**config.mk**
```make
export PLATFORM = sky130hd
export DESIGN_NAME = byte_packet_buffer_flat
export DESIGN_NICKNAME = d
export VERILOG_FILES = /design/src/rtl/byte_packet_buffer_if.sv /design/src/rtl/byte_packet_buffer.sv /design/src/flat_wrapper.sv
export SDC_FILE = /design/constraint.sdc
export NUM_CORES = 1
export LEC_CHECK = 0
export CAP_MARGIN = 5
export CORE_MARGIN = 2
export CORE_UTILIZATION = 40
export DETAILED_ROUTE_END_ITERATION = 6
export PLACE_DENSITY = 0.57
export SYNTH_ARGS = -nofsm -noshare
export SYNTH_HDL_FRONTEND = slang
export SYNTH_SLANG_ARGS = --single-unit
```
**constraint.sdc**
```tcl
create_clock -name clk -period 13.3 [get_ports clk]
set_clock_uncertainty 0.1 [all_clocks]
set_input_delay 1.33 -clock clk [delete_from_list [all_inputs] [get_ports clk]]
set_output_delay 1.33 -clock clk [all_outputs]
set_load 0.005 [all_outputs]
```
**src/rtl/byte_packet_buffer_if.sv**
```systemverilog
// Byte-stream and packet-output signals between the demodulator, the packet
// buffer and the packet consumer.
interface byte_packet_buffer_if;
  logic       pushByte;
  logic [7:0] Byte;
  logic       Sync;
  logic       lastByte;
  logic       stopOut;
  logic       outValid;
  logic [7:0] outByte;
  logic       outLast;
  logic       outReady;
  logic [7:0] pktCount;
  logic [7:0] errCount;

  modport master (
    output pushByte, Byte, Sync, lastByte, outReady,
    input  stopOut, outValid, outByte, outLast, pktCount, errCount
  );

  modport slave (
    input  pushByte, Byte, Sync, lastByte, outReady,
    output stopOut, outValid, outByte, outLast, pktCount, errCount
  );
endinterface

```
**src/rtl/byte_packet_buffer.sv**
```systemverilog
// Frames the demodulated byte stream into packets; only complete packets become
// visible to the consumer, partial or malformed ones are rolled back.
module byte_packet_buffer #(
  parameter int DEPTH       = 16,
  parameter int ADDR_W      = 4,
  parameter int MAX_LEN     = 12,
  parameter int STOP_THRESH = 4
) (
  input  logic                clk,
  input  logic                reset,
  byte_packet_buffer_if.slave bus
);
  localparam int PW = ADDR_W + 1;
  localparam logic [PW-1:0] DEPTH_P   = PW'(DEPTH);
  localparam logic [PW-1:0] MAX_LEN_P = PW'(MAX_LEN);
  localparam logic [PW-1:0] STOP_P    = PW'(STOP_THRESH);

  localparam logic [1:0] IDLE   = 2'd0;
  localparam logic [1:0] IN_PKT = 2'd1;
  localparam logic [1:0] DROP   = 2'd2;

  logic [PW-1:0] wr_ptr_q, wr_ptr_d;
  logic [PW-1:0] commit_ptr_q, commit_ptr_d;
  logic [PW-1:0] rd_ptr_q, rd_ptr_d;
  logic [PW-1:0] len_q, len_d;
  logic [1:0]    state_q, state_d;
  logic [7:0]    pkt_cnt_q, err_cnt_q;
  logic          pkt_inc, err_inc;

  logic [8:0]        mem [DEPTH];
  logic [8:0]        rd_data_q;
  logic              we;
  logic [ADDR_W-1:0] waddr;
  logic [ADDR_W-1:0] rd_addr;
  logic [8:0]        wdata;

  logic [PW-1:0] used, free_cnt;
  logic          full, no_room, out_valid;
  logic          is_start, is_pay, is_last;

  assign is_start  = bus.pushByte &  bus.Sync & ~bus.lastByte;
  assign is_pay    = bus.pushByte & ~bus.Sync & ~bus.lastByte;
  assign is_last   = bus.pushByte & ~bus.Sync &  bus.lastByte;

  assign used      = wr_ptr_q - rd_ptr_q;
  assign full      = (used == DEPTH_P);
  // A new packet needs at least one slot beyond the committed data.
  assign no_room   = ((commit_ptr_q - rd_ptr_q) == DEPTH_P);
  assign free_cnt  = DEPTH_P - used;
  assign out_valid = (rd_ptr_q != commit_ptr_q);
  assign wdata     = {bus.lastByte, bus.Byte};

  always_comb begin
    wr_ptr_d     = wr_ptr_q;
    commit_ptr_d = commit_ptr_q;
    rd_ptr_d     = rd_ptr_q;
    len_d        = len_q;
    state_d      = state_q;
    we           = 1'b0;
    waddr        = wr_ptr_q[ADDR_W-1:0];
    pkt_inc      = 1'b0;
    err_inc      = 1'b0;

    case (state_q)
      IN_PKT: begin
        if (is_start) begin
          err_inc = 1'b1;
          if (no_room) begin
            wr_ptr_d = commit_ptr_q;
            state_d  = DROP;
          end else begin
            we       = 1'b1;
            waddr    = commit_ptr_q[ADDR_W-1:0];
            wr_ptr_d = commit_ptr_q + 1'b1;
            len_d    = PW'(1);
          end
        end else if (is_pay || is_last) begin
          if (full || len_q == MAX_LEN_P) begin
            wr_ptr_d = commit_ptr_q;
            err_inc  = 1'b1;
            state_d  = DROP;
          end else begin
            we       = 1'b1;
            wr_ptr_d = wr_ptr_q + 1'b1;
            len_d    = len_q + 1'b1;
            if (is_last) begin
              commit_ptr_d = wr_ptr_q + 1'b1;
              pkt_inc      = 1'b1;
              state_d      = IDLE;
            end
          end
        end
      end
      default: begin
        // IDLE and DROP: wr_ptr_q equals commit_ptr_q here.
        if (is_start) begin
          if (no_room) begin
            err_inc = 1'b1;
            state_d = DROP;
          end else begin
            we       = 1'b1;
            wr_ptr_d = wr_ptr_q + 1'b1;
            len_d    = PW'(1);
            state_d  = IN_PKT;
          end
        end else if ((is_pay || is_last) && state_q == IDLE) begin
          err_inc = 1'b1;
        end
      end
    endcase

    if (out_valid && bus.outReady) begin
      rd_ptr_d = rd_ptr_q + 1'b1;
    end
  end

  always_ff @(posedge clk) begin
    if (reset) begin
      wr_ptr_q     <= '0;
      commit_ptr_q <= '0;
      rd_ptr_q     <= '0;
      len_q        <= '0;
      state_q      <= IDLE;
      pkt_cnt_q    <= '0;
      err_cnt_q    <= '0;
    end else begin
      wr_ptr_q     <= wr_ptr_d;
      commit_ptr_q <= commit_ptr_d;
      rd_ptr_q     <= rd_ptr_d;
      len_q        <= len_d;
      state_q      <= state_d;
      if (pkt_inc && pkt_cnt_q != 8'hFF) pkt_cnt_q <= pkt_cnt_q + 1'b1;
      if (err_inc && err_cnt_q != 8'hFF) err_cnt_q <= err_cnt_q + 1'b1;
    end
  end

  // Registered head read with write-through, so a byte written this edge at
  // the next read address is seen by the head register straight away.
  assign rd_addr = reset ? '0 : rd_ptr_d[ADDR_W-1:0];

  always_ff @(posedge clk) begin
    if (we) mem[waddr] <= wdata;
    rd_data_q <= (we && waddr == rd_addr) ? wdata : mem[rd_addr];
  end

  assign bus.outValid = out_valid;
  assign bus.outByte  = out_valid ? rd_data_q[7:0] : 8'h00;
  assign bus.outLast  = out_valid & rd_data_q[8];
  assign bus.stopOut  = (free_cnt <= STOP_P);
  assign bus.pktCount = pkt_cnt_q;
  assign bus.errCount = err_cnt_q;
endmodule

```
**src/flat_wrapper.sv**
```systemverilog
// flat-port wrapper written by rule: the top's interface ports become plain ports
module byte_packet_buffer_flat 
#(
  parameter int DEPTH       = 16,
  parameter int ADDR_W      = 4,
  parameter int MAX_LEN     = 12,
  parameter int STOP_THRESH = 4
)
  (clk, reset, bus_pushByte, bus_Byte, bus_Sync, bus_lastByte, bus_outReady, bus_stopOut, bus_outValid, bus_outByte, bus_outLast, bus_pktCount, bus_errCount);
  byte_packet_buffer_if bus_i ();
  input  logic clk;
  input  logic reset;
  input wire logic [$bits(bus_i.pushByte)-1:0] bus_pushByte;
  input wire logic [$bits(bus_i.Byte)-1:0] bus_Byte;
  input wire logic [$bits(bus_i.Sync)-1:0] bus_Sync;
  input wire logic [$bits(bus_i.lastByte)-1:0] bus_lastByte;
  input wire logic [$bits(bus_i.outReady)-1:0] bus_outReady;
  output wire logic [$bits(bus_i.stopOut)-1:0] bus_stopOut;
  output wire logic [$bits(bus_i.outValid)-1:0] bus_outValid;
  output wire logic [$bits(bus_i.outByte)-1:0] bus_outByte;
  output wire logic [$bits(bus_i.outLast)-1:0] bus_outLast;
  output wire logic [$bits(bus_i.pktCount)-1:0] bus_pktCount;
  output wire logic [$bits(bus_i.errCount)-1:0] bus_errCount;
  assign bus_i.pushByte = bus_pushByte;
  assign bus_i.Byte = bus_Byte;
  assign bus_i.Sync = bus_Sync;
  assign bus_i.lastByte = bus_lastByte;
  assign bus_i.outReady = bus_outReady;
  assign bus_stopOut = bus_i.stopOut;
  assign bus_outValid = bus_i.outValid;
  assign bus_outByte = bus_i.outByte;
  assign bus_outLast = bus_i.outLast;
  assign bus_pktCount = bus_i.pktCount;
  assign bus_errCount = bus_i.errCount;
  byte_packet_buffer #(.DEPTH(DEPTH), .ADDR_W(ADDR_W), .MAX_LEN(MAX_LEN), .STOP_THRESH(STOP_THRESH)) u_core (.clk(clk), .reset(reset), .bus(bus_i));
endmodule
```
## After elaboration in Yosys (flattened, before gate mapping)

Memory sizes are Yosys's and may differ from the RTL's. A register that Yosys moved wholly into a read port is not among the register bits.
Cells that the tools add are included.
Widths: inputs -> output; s select.

| operators by class | value |
|---|---|
| add/subtract/negate cells | 9 |
| equality and inequality tests | 10 |
| mux-type cells | 47 |
| div/mod/pow operators | 0 |
| order comparisons | 1 |
| bitwise operators | 10 |
| shift operators | 0 |
| multiply operators | 0 |
| reductions and logical operators | 14 |

Operators by type and width:

| cell | number |
|---|---|
| $mux 5 | 13 |
| $add 5x1->5 const B | 4 |
| $mux 1 | 20 |
| $mux 4 | 5 |
| $add 8x1->8 const B | 2 |
| $mux 2 | 8 |
| $ne 8x8->1 const B | 2 |
| $eq 5x5->1 const B | 2 |
| $sub 5x5->5 | 2 |
| $mux 8 | 1 |
| $and 1x1->1 | 6 |
| $reduce_and 3->1 | 2 |
| $eq 5x4->1 const B | 1 |
| $le 5x3->1 const B | 1 |
| $ne 5x5->1 | 1 |
| $reduce_and 5->1 | 1 |
| $sub 5x5->5 const A | 1 |
| $logic_and 1x1->1 | 4 |
| $not 1->1 | 4 |
| $reduce_and 4->1 | 1 |
| $reduce_bool 2->1 | 2 |
| $ne 3x2->1 const B | 1 |
| $reduce_bool 3->1 | 1 |
| $eq 2x1->1 const B | 1 |
| other kinds (4) | 5 |

| word-level totals | value |
|---|---|
| bits in read-only memories | 0 |
| word-level logic and storage cells | 100 |
| latch bits | 0 |
| memory bits (writable) | 144 |
| flip-flop bits (word level) | 38 |
| input port bits | 14 |
| memories kept | 1 |
| output and inout bits | 27 |

Memory list:

| name | depth | width | rd ports | clocked after Yosys merged registers in | wr ports | RTL line | RTL |
|---|---|---|---|---|---|---|---|
| u_core.mem | 16 | 9 | 1 | 1 | 1 | byte_packet_buffer.sv:30 | `logic [8:0] mem [DEPTH];` |

## Logic depth before layout (Yosys ltp)

| depth | value |
|---|---|
| depth in word-level cells | 9 |
| mapped depth | 15 |
| gate-level depth less buffers | 14 |

## Least setup slack after synthesis

No wires, ideal clock.

| path | value |
|---|---|
| path type | register to register |
| start point | reg u_core.rd_ptr_q[1] |
| end point | mem u_core.mem[10][0] (enable) |
| clock period less this slack | 4.380 ns |
| path slack | 8.920 ns |
| data required time | 12.813 ns |
| stages on the path, launching flop included | 15 |
| arrival time | 3.893 ns |
| cells stage by stage | dfxtp_1 -> clkbuf_1 -> buf_1 -> inv_1 -> ha_1 -> a21o_1 -> a21oi_1 -> xnor2_1 -> nor3_1 -> ha_1 -> nand2b_1 -> nor3_1 -> a21o_1 -> a32oi_1 -> nor3_1 |

| on the way | value |
|---|---|
| longest elaborated chain between the ends | 9 |
| elaborated cells between the ends (all ways) | 16 |

RTL lines:

| item | RTL line | RTL |
|---|---|---|
| from (decl) | byte_packet_buffer.sv:24 | `logic [PW-1:0] rd_ptr_q, rd_ptr_d;` |
| from (signal assigned) | byte_packet_buffer.sv:129 | `rd_ptr_q <= rd_ptr_d;` |
| $sub 5x5->5 | byte_packet_buffer.sv:45 | `assign used = wr_ptr_q - rd_ptr_q;` |
| $eq 5x5->1 | byte_packet_buffer.sv:46 | `assign full = (used == DEPTH_P);` |
| $logic_or 1x1->1 | byte_packet_buffer.sv:78 | `if (full \|\| len_q == MAX_LEN_P) begin` |
| $mux 1 | byte_packet_buffer.sv:78 |  |
| $mux 1 | byte_packet_buffer.sv:77 | `end else if (is_pay \|\| is_last) begin` |
| $mux 1 | byte_packet_buffer.sv:66 | `if (is_start) begin` |
| $mux 1 | byte_packet_buffer.sv:64 | `case (state_q)` |
| $mux 1 | byte_packet_buffer.sv:142 | `if (we) mem[waddr] <= wdata;` |
| $mux 1 (not written as such) | byte_packet_buffer.sv:142 |  |
| to (decl) | byte_packet_buffer.sv:30 |  |

Parallel ways exist; a longest one is shown, timed or not.

## Final worst setup path

| path | value |
|---|---|
| start point | in bus_lastByte |
| end point | mem u_core.mem[10][2] (enable) |

| on the way | value |
|---|---|
| longest elaborated chain between the ends | 8 |
| elaborated cells between the ends (all ways) | 13 |

RTL lines:

| item | RTL line | RTL |
|---|---|---|
| from (decl) | flat_wrapper.sv:16 | `input wire logic [$bits(bus_i.lastByte)-1:0] bus_lastByte;` |
| $not 1->1 | byte_packet_buffer.sv:41, byte_packet_buffer.sv:42 |  |
| $and 1x1->1 | byte_packet_buffer.sv:42 | `assign is_pay = bus.pushByte & ~bus.Sync & ~bus.lastByte;` |
| $logic_or 1x1->1 | byte_packet_buffer.sv:77 |  |
| $mux 1 | byte_packet_buffer.sv:77 |  |
| $mux 1 | byte_packet_buffer.sv:66 |  |
| $mux 1 | byte_packet_buffer.sv:64 |  |
| $mux 1 | byte_packet_buffer.sv:142 |  |
| $mux 1 (not written as such) | byte_packet_buffer.sv:142 |  |

Parallel ways exist; a longest one is shown, timed or not.

==> summary.md <==
| Metric | Value |
|---|---|
| Fin. Hold Viols | `0` |
| CP max FO | `20` |
| Layout cells sized above 1 | `0.181` |
| Core area | `19,600 um^2` |
| Initial drt markers | `between 300 and 400` |
| First-pass GRT wire length | `27.2 mm` |
| Die width | `around 150 um` |
| TritonRoute pass-1 iters | `4` |
| WL met2 | `8.89 mm` |
| CTS tree | `done` |
| Crit Path Class | `input pin to register` |
| Maximum root-to-sink buffer count | `2` |
| Post-route non-filler standard cell count | `between 800 and 900` |
| Std-Cell Rows | `just over 50` |
| Top Layer Used | `met4` |
| Worst Hold Class | `register to register` |
| Share of synthesized registers carrying an async set or reset | `0` |
| Post-CTS sizing | `0` |
| Clock latency on the worst-skew pair | `0.42 ns` |
| WP data arrival | `5.26 ns` |
| Total negative slack | `0 ns` |
| Fin crit share | `0.401` |
| Mapped cell area | `8060 um^2` |
| Synthesized flop and latch total | `182` |
| Reg2Reg Setup Slack | `around 8.3 ns` |
| DRC Markers | `0` |
| Ports | `41` |
| Pwr dens | `~140 nW/um^2` |
| H-tree depth | `4` |
| Die area | `21,300 um^2` |
| Synth warnings | `0` |
| Flop pwr share | `0.489` |
| Post-layout net count | `approximately 620` |
| Die height | `approximately 150 um` |
| Clk Tree Root Cell | `clkbuf_16` |
| Fmax | `roughly 0.19 GHz` |
| Largest family of logic cells by synthesized area | `multiplexers` |
| Simple-gate area share of the yosys netlist | `0.0875` |
| Compound-Gate Fraction of Synth Area | `0.0673` |
| Worst Setup End Kind | `register` |
| Mux contribution to synthesized area | `0.141` |
| Avg Vias per Cell | `5.44` |
| Synth top area share | `0.536` |
| Setup-failing EPs final | `0` |
| Grt total ovfl | `0` |
| R2R depth | `13` |
| Part of the power in the clock network | `0.413` |
| Max IR drop VDD | `0.101 mV` |
| I/O Buffers | `40` |
| ANT cells | `0` |
| R2r endpoint | `u_core.mem[10][2]` |
| Routed metal-1 wirelength | `between 7 and 8 mm` |
| Area post-placement | `between 8000 and 9000 um^2` |
| Synth cell types | `59` |
| Setup crit start | `bus_lastByte` |
| Synth-to-layout area growth | `16.9%` |
| Synth Area in Adders | `0.0273` |
| Worst-path clk slew | `0.07 ns` |
| WL final | `~18 mm` |
| Routed met3 length | `744 um` |
| Xor/xnor cell area share of the yosys netlist | `0.0248` |
| Ys flop type | `edfxtp_1` |
| Leak | `just over 3 nW` |
| Area leader, netlist | `edfxtp_1` |
| CP endpoint | `u_core.mem[10][2]` |
| Syn Nets | `~570` |
| Vias in the first global route | `4,701` |
| Max_slew headroom | `0.154` |
| Starting Density | `0.412` |
| Post-synth EDFFs | `roughly 140` |
| Status | `complete, no violations` |
| Period minus WS final | `around 5.3 ns` |
| RR Startpoint | `u_core.rd_ptr_q[1]` |
| Clock sink count | `~180` |
| RSZ-0062 raised after global routing | `no` |
| CTS buffer count | `17` |
| Max Cap Viol | `0` |
| Worst path required time | `about 13 ns` |
| Sequential share of the synthesized area | `0.631` |
| Top cells by area, synth | `edfxtp_1 54%, mux4_2 13%, dfxtp_1 9.4%` |
| Slew Limit Fails | `0` |
| Internal | `roughly 0.0010 W` |
| WL/cell | `20.3 um` |
| Syn Inst Count | `roughly 540` |
| GP Congestion | `0.848` |
| Final Instance Area | `9430 um^2` |
| Via count | `around 4.7k` |
| Net Sw Frac | `0.222` |
| Switching power | `~0.00029 W` |
| Actual slew at the worst max-slew pin | `between 1 and 1.5 ns` |
| Crit start category | `input pin` |
| Largest net degree at the start of global routing | `42` |
| Initial antenna violation count | `0` |
| Gr usage total | `0.169` |
| Post-Place Cells | `roughly 830` |
| Postcts setup bufs | `0` |
| Synth Area per Inst | `~15 um^2` |
| Hpwl dp | `about 12 mm` |
| Hold buffer count at CTS | `0` |
| Antenna Nets Post-Route | `0` |
| Fill count | `approximately 1.7k` |
| Combinational share of power | `0.098` |
-- cell usage after synthesis, types with 6 or more instances --
library cell,count
edfxtp_1,144
mux4_2,45
dfxtp_1,38
nor2_1,36
nand2_1,23
nor3_1,21
a21oi_1,18
clkbuf_1,16
ha_1,16
inv_1,16
nor2b_1,15
o21ai_0,15
nand3_1,13
xnor2_1,12
mux2i_1,9
nand4_1,9
xor2_1,9
a211oi_1,8
or3_1,6
-- sequential cells by signal, indices dropped and copies added (netlist names) --
signal and count:
u_core.len_q 5, u_core.rd_ptr_q 5, u_core.bus.pktCount 8, u_core.state_q 2, u_core.mem 144, u_core.wr_ptr_q 5
u_core.bus.errCount 8, u_core.commit_ptr_q 5
-- logic make-up after synthesis --
kind of cell | count (synthesis)
xor gates and xnor gates | 22
buffers and inverters | 39
DFF | 182
AOI/OAI and AO/OA | 79
adders and majority gates | 17
muxes | 57
and+or+nand+nor | 140
-- routing by layer --
metal | vias up | track usage
met5 | - | 0
met1 | 2376 | 0.214
met4 | 0 | 0.0573
met2 | 99 | 0.287
li1 | 2202 | -
met3 | 14 | 0.0370
-- placed cells by master (no fill, tap or decap), types with 3 or more instances in the layout --
master	netlist	layout
clkbuf_16	0	17
xor2_1	9	9
bufinv_16	0	4
nand4_1	9	9
mux2i_1	9	9
nand2b_1	3	3
mux2_2	3	3
nand3_1	13	13
inv_6	0	4
inv_1	16	16
or3_1	6	6
xnor2_1	12	12
a21oi_1	18	18
mux4_2	45	45
nor2b_1	15	15
buf_4	0	15
a211oi_1	8	8
o21ai_0	15	15
clkdlybuf4s50_1	0	40
nor2_1	36	36
a21o_1	5	5
clkinv_4	0	3
dfxtp_1	38	36
nand2_1	23	23
a31oi_1	5	5
edfxtp_1	144	144
ha_1	16	16
nor3_1	21	20
-- per-stage QoR --
step | worst slack (ns) | total power (W) | hold WS (ns) | utilization
final | 7.97 | 0.00128 | 0.405 | 0.481
after global routing | 7.57 | 0.00133 | 0.425 | 0.481
after CTS | 7.99 | 0.00130 | 0.401 | 0.481
after detailed placement | 7.54 | 0.000768 | 0.385 | 0.449
after global placement | 7.82 | 0.000765 | 0.381 | 0.449
after floorplan | 8.92 | 0.000719 | 0.362 | -
-- how the worst min path moves through the flow --
| stage | from | endpoint | slack, ns | cells past startpoint |
|---|---|---|---|---|
| CTS | u_core.len_q[4] | u_core.len_q[4] | 0.40 | 2 |
| finish | u_core.len_q[4] | u_core.len_q[4] | 0.41 | 2 |
| detailed placement | u_core.len_q[4] | u_core.len_q[4] | 0.39 | 2 |
| global placement | u_core.len_q[4] | u_core.len_q[4] | 0.38 | 2 |
| floorplan | u_core.len_q[4] | u_core.len_q[4] | 0.36 | 2 |
| global route | u_core.bus.pktCount[5] | u_core.bus.pktCount[5] | 0.43 | 2 |
-- power by group through the flow --
stage / sequential (W) / combinational, W / clock [W]
finish: 0.000626 / 0.000126 / 0.000530
global route: 0.000627 / 0.000139 / 0.000562
CTS: 0.000626 / 0.000129 / 0.000540
detailed placement: 0.000639 / 0.000129 / 0
global placement: 0.000639 / 0.000127 / 0
floorplan: 0.000637 / 0.0000815 / 0
-- critical path, stage by stage --
cell and delay [ns]:
clkdlybuf4s50_1 0.75, a21boi_0 0.44, nand2_1 0.34, a41oi_2 0.74, nand2_2 0.30, mux2_2 0.39, nor3_1 0.97
-- final cells by class --
type	instances	area, um^2	area share
sequential	182	5090	0.540
multi-input combinational	315	2810	0.298
timing repair buffer	55	513	0.0544
clock buffer	17	425	0.0451
tap	265	332	0.0352
clock inverter	13	196	0.0208
inverter	16	60.1	0.00637
Note: power is estimated with default switching activity, not from simulation.
